===== src/rtl/fetch_stage.sv =====
// -----------------------------------------------------------------------------
// fetch_stage
//   Instruction-fetch stage. It owns the PC register, issues instruction-memory
//   read requests and delivers a registered IF/ID payload to decode. It
//   tolerates variable memory latency, decode back-pressure (stall), redirects
//   (flush) and misaligned PCs. The PC is never incremented here; it only ever
//   loads RESET_PC or pc_next.
//
// Ports
//   clk          in   clock, all state updates on the rising edge
//   rst_n        in   asynchronous active-low reset
//   pc_next      in   next PC from the PC selection logic (sequential/jump/branch)
//   stall        in   decode cannot accept a new instruction
//   flush        in   one-cycle redirect strobe, pc_next holds the target
//   pc           out  current PC, fed back to the PC selection logic
//   imem_req     out  instruction read request
//   imem_addr    out  read address, stable while a request is outstanding
//   imem_ack     in   imem_rdata valid this cycle, completes one request
//   imem_rdata   in   returned instruction word
//   if_valid     out  IF/ID payload valid
//   if_pc        out  IF/ID PC
//   if_instr     out  IF/ID instruction
//   if_adel      out  IF/ID misaligned-fetch flag
// -----------------------------------------------------------------------------
module fetch_stage #(
   parameter int unsigned          ADDR_BITS = 32,
   parameter logic [ADDR_BITS-1:0] RESET_PC  = ADDR_BITS'(32'h0000_3000)
) (
   input  logic                 clk,
   input  logic                 rst_n,
   input  logic [ADDR_BITS-1:0] pc_next,
   input  logic                 stall,
   input  logic                 flush,
   output logic [ADDR_BITS-1:0] pc,
   output logic                 imem_req,
   output logic [ADDR_BITS-1:0] imem_addr,
   input  logic                 imem_ack,
   input  logic [31:0]          imem_rdata,
   output logic                 if_valid,
   output logic [ADDR_BITS-1:0] if_pc,
   output logic [31:0]          if_instr,
   output logic                 if_adel
);

   typedef enum logic [1:0] {
      BOOT = 2'd0,
      REQ  = 2'd1,
      HOLD = 2'd2,
      DROP = 2'd3
   } state_t;

   state_t               state;
   state_t               state_nxt;
   logic [ADDR_BITS-1:0] pc_nxt;
   logic [ADDR_BITS-1:0] drop_addr;
   logic [ADDR_BITS-1:0] drop_addr_nxt;
   logic [31:0]          hold_buf;
   logic [31:0]          hold_buf_nxt;
   logic                 imem_req_nxt;
   logic [ADDR_BITS-1:0] imem_addr_nxt;
   logic                 if_valid_nxt;
   logic [ADDR_BITS-1:0] if_pc_nxt;
   logic [31:0]          if_instr_nxt;
   logic                 if_adel_nxt;
   logic                 pc_misaligned;

   assign pc_misaligned = (pc[1:0] != 2'b00);

   // Next-state, next-PC and next IF/ID payload; flush dominates everything.
   always_comb begin
      state_nxt     = state;
      pc_nxt        = pc;
      drop_addr_nxt = drop_addr;
      hold_buf_nxt  = hold_buf;
      if_valid_nxt  = if_valid;
      if_pc_nxt     = if_pc;
      if_instr_nxt  = if_instr;
      if_adel_nxt   = if_adel;

      if (flush) begin
         pc_nxt       = pc_next;
         if_valid_nxt = 1'b0;
         case (state)
            BOOT: state_nxt = REQ;
            REQ: begin
               // A request is only in flight when the PC is aligned and the
               // memory has not answered yet; remember its address so the
               // answer can be drained in DROP.
               if (imem_ack || pc_misaligned) begin
                  state_nxt = REQ;
               end else begin
                  state_nxt     = DROP;
                  drop_addr_nxt = pc;
               end
            end
            HOLD: begin
               state_nxt    = REQ;
               hold_buf_nxt = 32'h0000_0000;
            end
            DROP:    state_nxt = DROP;
            default: state_nxt = BOOT;
         endcase
      end else begin
         case (state)
            BOOT: begin
               state_nxt = REQ;
               if (!stall) begin
                  if_valid_nxt = 1'b0;
               end else begin
                  if_valid_nxt = if_valid;
               end
            end
            REQ: begin
               if (pc_misaligned) begin
                  // No request is issued; report the fault and park the PC
                  // until decode redirects us.
                  if (!stall) begin
                     if_valid_nxt = 1'b1;
                     if_pc_nxt    = pc;
                     if_instr_nxt = 32'h0000_0000;
                     if_adel_nxt  = 1'b1;
                  end else begin
                     if_valid_nxt = if_valid;
                  end
               end else if (imem_ack) begin
                  if (stall) begin
                     hold_buf_nxt = imem_rdata;
                     state_nxt    = HOLD;
                  end else begin
                     if_valid_nxt = 1'b1;
                     if_pc_nxt    = pc;
                     if_instr_nxt = imem_rdata;
                     if_adel_nxt  = 1'b0;
                     pc_nxt       = pc_next;
                  end
               end else if (!stall) begin
                  if_valid_nxt = 1'b0;
               end else begin
                  if_valid_nxt = if_valid;
               end
            end
            HOLD: begin
               // pc still names the buffered instruction while holding.
               if (!stall) begin
                  if_valid_nxt = 1'b1;
                  if_pc_nxt    = pc;
                  if_instr_nxt = hold_buf;
                  if_adel_nxt  = 1'b0;
                  pc_nxt       = pc_next;
                  state_nxt    = REQ;
               end else begin
                  state_nxt = HOLD;
               end
            end
            DROP: begin
               if (imem_ack) begin
                  state_nxt = REQ;
               end else begin
                  state_nxt = DROP;
               end
               if (!stall) begin
                  if_valid_nxt = 1'b0;
               end else begin
                  if_valid_nxt = if_valid;
               end
            end
            default: state_nxt = BOOT;
         endcase
      end

      // Memory-side outputs are registered, so derive them from next state.
      imem_req_nxt  = (state_nxt == DROP) ||
                      ((state_nxt == REQ) && (pc_nxt[1:0] == 2'b00));
      imem_addr_nxt = (state_nxt == DROP) ? drop_addr_nxt : pc_nxt;
   end

   // State, PC, buffers and all registered outputs.
   always_ff @(posedge clk or negedge rst_n) begin
      if (!rst_n) begin
         state     <= BOOT;
         pc        <= RESET_PC;
         drop_addr <= RESET_PC;
         hold_buf  <= 32'h0000_0000;
         imem_req  <= 1'b0;
         imem_addr <= RESET_PC;
         if_valid  <= 1'b0;
         if_pc     <= '0;
         if_instr  <= 32'h0000_0000;
         if_adel   <= 1'b0;
      end else begin
         state     <= state_nxt;
         pc        <= pc_nxt;
         drop_addr <= drop_addr_nxt;
         hold_buf  <= hold_buf_nxt;
         imem_req  <= imem_req_nxt;
         imem_addr <= imem_addr_nxt;
         if_valid  <= if_valid_nxt;
         if_pc     <= if_pc_nxt;
         if_instr  <= if_instr_nxt;
         if_adel   <= if_adel_nxt;
      end
   end

endmodule


===== config.mk =====
export PLATFORM = sky130hd
export DESIGN_NAME = fetch_stage
export DESIGN_NICKNAME = d
export VERILOG_FILES = /design/src/rtl/fetch_stage.sv
export SDC_FILE = /design/constraint.sdc
export NUM_CORES = 1
export LEC_CHECK = 0
export CAP_MARGIN = 20
export CORE_MARGIN = 2
export CORE_UTILIZATION = 63
export DETAILED_ROUTE_END_ITERATION = 12
export DONT_BUFFER_PORTS = 1
export GPL_TIMING_DRIVEN = 0
export PLACE_DENSITY_LB_ADDON = 0.15
export SYNTH_ARGS = -nofsm -noshare
export SYNTH_HDL_FRONTEND = slang
export SYNTH_SLANG_ARGS = --single-unit

===== constraint.sdc =====
create_clock -name clk -period 3.1 [get_ports clk]
set_clock_uncertainty 0.1 [all_clocks]
set_input_delay 0.62 -clock clk [delete_from_list [all_inputs] [get_ports clk]]
set_output_delay 0.62 -clock clk [all_outputs]
set_load 0.02 [all_outputs]

[Yosys cells after proc, flatten, opt, wreduce, memory -nomap -nowiden]
Index checks and enable logic that the tools add are counted.
Operators by class
  multiply operators: 0
  bitwise logic cells: 1
  muxes and demuxes: 45
  shifts and indexed selects: 0
  reduce and logical (&&, ||, !) cells: 16
  $lt $le $gt $ge: 0
  divide/modulo/power cells: 0
  add/sub/neg operators: 0
  equality and inequality tests: 11
Operators with widths (number)
  two-way mux 32 bit: 22
  one-hot mux 32 bit (2 select lines): 3
  two-way mux 2 bit: 7
  nonzero test 2 bit: 5
  two-way mux 1 bit: 9
  != test 3 bit (second input constant): 3
  one-hot mux 2 bit (4 select lines): 1
  == test 2 bit (second input constant): 3
  one-hot mux 2 bit (3 select lines): 1
  AND reduction 6 bit: 1
  AND reduction 5 bit: 1
  == test 2 x 1 -> 1 bit (second input constant): 2
  zero test 2 bit: 2
  != test 2 bit (second input constant): 2
  AND reduction 4 bit: 1
  OR reduction 2 bit: 2
  one-hot mux 1 bit (3 select lines): 1
  AND reduction 3 bit: 1
  logical OR 1 bit: 2
  != test 2 x 1 -> 1 bit (second input constant): 1
  one-hot mux 1 bit (2 select lines): 1
  logical AND 1 bit: 1
  NOT 1 bit: 1
Word-level totals
  register bits after elaboration: 197
  logic and storage cells: 83
  latch bits: 0
  memory bits (read-only): 0
  input port bits: 69
  memories kept: 0
  output and inout port bits: 131
  memory bits (writable): 0

[Logic depth before layout (Yosys ltp)]
  word-level depth: 8
  mapped depth: 9
  mapped depth without buffers: 7

[Least setup slack after synthesis]
No wires, ideal clock.
  path type: input to register
  start point: input port stall
  end point: register imem_addr[10]
  stages: 7
  buffers on the path: 2
  data required time: 2.875 ns
  arrival: 2.101 ns
  slack: 0.774 ns
  setup time: 0.125 ns
  cells stage by stage: buf_2 -> and4bb_4 -> a221o_1 -> a22o_4 -> nand2_8 -> buf_12 -> mux2_4
On the way
  cells in the longest elaborated chain, start to end: 7
  elaborated cells between the ends (all ways): 13
  those cells by class: 1 x eq/ne; 12 x mux
RTL lines
  start, declared: line 32  | input logic stall,
  two-way mux 2 bit: line 126  | if (stall) begin
  two-way mux 2 bit: line 125  | end else if (imem_ack) begin
  two-way mux 2 bit: line 114  | if (pc_misaligned) begin
  one-hot mux 2 bit (4 select lines) *: line 104  | case (state)
  two-way mux 2 bit *: line 80  | if (flush) begin
  via state_nxt[1]: line 53  | state_t state_nxt;
  == test 2 bit *: line 174  | imem_addr_nxt = (state_nxt == DROP) ? drop_addr_nxt : pc_nxt;
  two-way mux 32 bit *: line 174
  via imem_addr_nxt[10]: line 60  | logic [ADDR_BITS-1:0] imem_addr_nxt;
  end signal, assigned: line 196  | imem_addr <= imem_addr_nxt;
  end, declared: line 36  | output logic [ADDR_BITS-1:0] imem_addr,
Mark *: on every way through the listed nets, which the timed path passes. The rest lies on a longest branch.
A chain may end at the register's enable or synchronous reset.

[Worst setup path in the final report]
  start point: register state[1]
  end point: register if_instr[23]
On the way
  cells in the longest elaborated chain, start to end: 3
  elaborated cells between the ends (all ways): 9
  those cells by class: 6 x eq/ne; 1 x mux; 2 x reduce/logical
RTL lines
  start, declared: line 52  | state_t state;
  start signal, assigned: line 191  | state <= state_nxt;
  == test 2 x 1 -> 1 bit / == test 2 bit (equally long branches): line 104
  != test 3 bit (no source line), or another cell as far along
  AND reduction 6 bit (no source line)
  end signal, assigned: line 199  | if_instr <= if_instr_nxt;
  end, declared: line 41  | output logic [31:0] if_instr,
Several ways; a longest one is shown, not always the timed one.

==> reports/metrics.cfg <==
[yosys]
synth_compound_area_frac=0.09884
yosysWarnings=0
ys_ff_latch=197
syn_nets=682
synth_top_family_by_area=multiplexers
synth_edf_count=0
synthDistinctLibCells=35
ys_async_sr_fraction=1.000
syn_avg_cell_area_um2=13.14
synth.area.mux_share=0.1490
syn_inst=608
ys.flop_type=dfrtp_1
synthXorXnorAreaFrac=0
synth-simple-area-share=0.09398
yosysSeqAreaShare=0.6181
syn_area_um2=7988
synth_fa_ha_area_frac=0.007832

[global_route]
grt_util_met3=0.09133
top_usage_layer=met2
antenna_found_initial=0
grt_use_total=0.2549
grt_max_degree=198
grt_util_met2=0.4252
grt_pass1_wl_um=26480
grt.met1_usage=0.3091
grt_remaining_overflow=0
grt_pass1_vias=5132

[sta]
drv_slew=0
fmax_ghz=0.3600
hold_viol_final=191
fin_crit_ns=2.778
finalCritPeriodShare=0.8960
worstMarginPinSlew_ns=0.6362
finalSetupViolCount=0
whs_ns=-0.2127
grt_setup_unrepaired=false
timing.setup.tns_ns=0
slew_headroom=0.5726

[worst_hold_path]
min_path_type=input pin to asynchronous set/reset pin

[worst_setup_path]
worstSetupStartpoint=state[1]
crit_required_ns=3.30
r2r_cells=8
worstSetupPathType=flop to flop
path_max_fanout=10
worstPathArrival_ns=2.98
reg2reg_to=if_instr[23]
cp-start-kind=flop
end_kind=flop
crit-reg2reg-launch=state[1]
ff2ff_setup_slack_ns=0.32

[detailed_routing]
viasPerCell=6.095
firstDrtPassIters=5
routed-via-count=4943
totalWireLength_um=16810
drc=0
wire_per_inst_um=20.73
drt_iter0_drc=380
ant_nets=0

[clock_network]
numCtsBuffers=17
clock-sinks=197
cts_tree=yes
post_cts_resized=0
ctsHtreeMaxLevel=4
postCtsSetupBuffers=0
cts_max_path_buffers=2
clk_pin_slew_worst_paths_ns=0.07
cts_root_buf=clkbuf_16
clk_latency_ns=0.42

[finish]
area_growth_syn_to_layout_pct=10.68
final_cells=811
fillers=916
n_antenna_cell=0
drive_above_1_share=0.2285
finalNetCount=701

[outcome]
status=finished with violations
violations=hold timing

[placed_design]
gp_congestion=0.8175
hpwlAfterDp_um=11520
dp.cells=780
portBuffers=0

[floorplan]
dieWidth_um=116.6
num_io_pins=200
dieArea_um2=13600
start_util=0.6381
rows=41
die_h_um=116.6
core_um2=12520

[job]
drv_cap=0

[pwr]
ir_worst_vdd_uv=522.4
power_density_nw_per_um2=1137
p_leak_nw=4.179

## routing by layer
layer | share of wire | up-vias
met5 | 0 | -
met1 | 0.38 | 2550
li1 | - | 2174
met3 | 0.087 | 20
met4 | 0.016 | 0
met2 | 0.52 | 199
## power by group
part	switching (mW)	internal [mW]	total (mW)	leakage [nW]
sequential	1.65	3.68	5.33	2.44
combinational	1.17	1.25	2.42	1.43
clock	0.888	1.42	2.31	0.316
## flip-flops by register name (all words and copies together), names as in the netlist
name / cells
drop_addr: 32
imem_req: 1
if_pc: 32
state: 2
imem_addr: 32
if_adel: 1
hold_buf: 32
if_instr: 32
pc: 32
if_valid: 1
## metrics by stage
step	worst slack (ns)	hold slack [ns]	total power, mW	area [um^2]	utilization
final	0.3224	-0.2127	10.05	8841	0.7063
after floorplan	0.7742	0.2244	7.120	7988	-
after global placement	0.4355	0.2282	7.629	8203	0.6553
after CTS	0.2900	-0.2296	10.13	8841	0.7063
after global routing	0.06462	-0.2413	10.62	8841	0.7063
after detailed placement	0.3069	0.2285	7.803	8203	0.6553
## critical path, cell delays in order (launching register included)
cell	delay, ns
dfrtp_1	0.42
inv_1	0.13
ha_1	0.16
clkbuf_1	0.27
mux2_2	0.39
nor3_2	0.40
buf_2	0.38
buf_2	0.28
a21oi_1	0.11
## cells in the final DEF, fill, tap and decap left out, types with 2 or more instances in the layout
cell	n
mux2_2	55
a221o_1	2
a22o_1	32
nand3b_1	32
clkbuf_16	17
nor2b_1	4
mux2_4	29
buf_12	3
nand2_1	69
dfstp_2	6
dfrtp_1	191
inv_1	7
buf_2	17
a22oi_1	33
clkbuf_8	7
ha_1	5
bufinv_16	3
clkbuf_1	23
mux2_1	12
o21ai_1	2
nor2_1	36
nor3_1	3
a21oi_1	33
## cell families after synthesis
logic type,Yosys count
fa+ha+maj,5
flops,197
mux,96
compound gates,109
simple gates,151
buf+inv,50
## Yosys cell counts, drive strengths merged (2+ instances only)
master | count | share of area
nor2 | 36 | 0.017
o21ai | 3 | 0.0019
a22o | 33 | 0.037
nand2 | 70 | 0.035
buf | 21 | 0.019
nor3 | 4 | 0.0031
dfstp | 6 | 0.020
mux2 | 96 | 0.15
a22oi | 33 | 0.031
nand3b | 32 | 0.030
a21oi | 33 | 0.021
dfrtp | 191 | 0.60
ha | 5 | 0.0078
a221o | 2 | 0.0025
nor2b | 4 | 0.0031
clkbuf | 22 | 0.010
inv | 7 | 0.0033
## area by class of cell
cell class / instances / area (um^2) / area share
sequential: 197 / 4937 / 0.5584
clock buffer: 25 / 525.5 / 0.05944
clock inverter: 6 / 112.6 / 0.01274
multi-input combinational: 361 / 2793 / 0.3159
buffer: 43 / 231.5 / 0.02618
inverter: 7 / 26.28 / 0.002972
tap: 172 / 215.2 / 0.02434
## worst max path at each step
stage | depth (start not counted) | end | slack [ns]
detailed placement | 8 | if_instr[3] | 0.31
CTS | 8 | if_instr[3] | 0.29
finish | 8 | if_instr[23] | 0.32
floorplan | 7 | imem_addr[10] | 0.77
global placement | 8 | if_instr[10] | 0.44
global route | 8 | if_instr[20] | 0.06
Note: power is estimated with default switching activity, not from simulation.
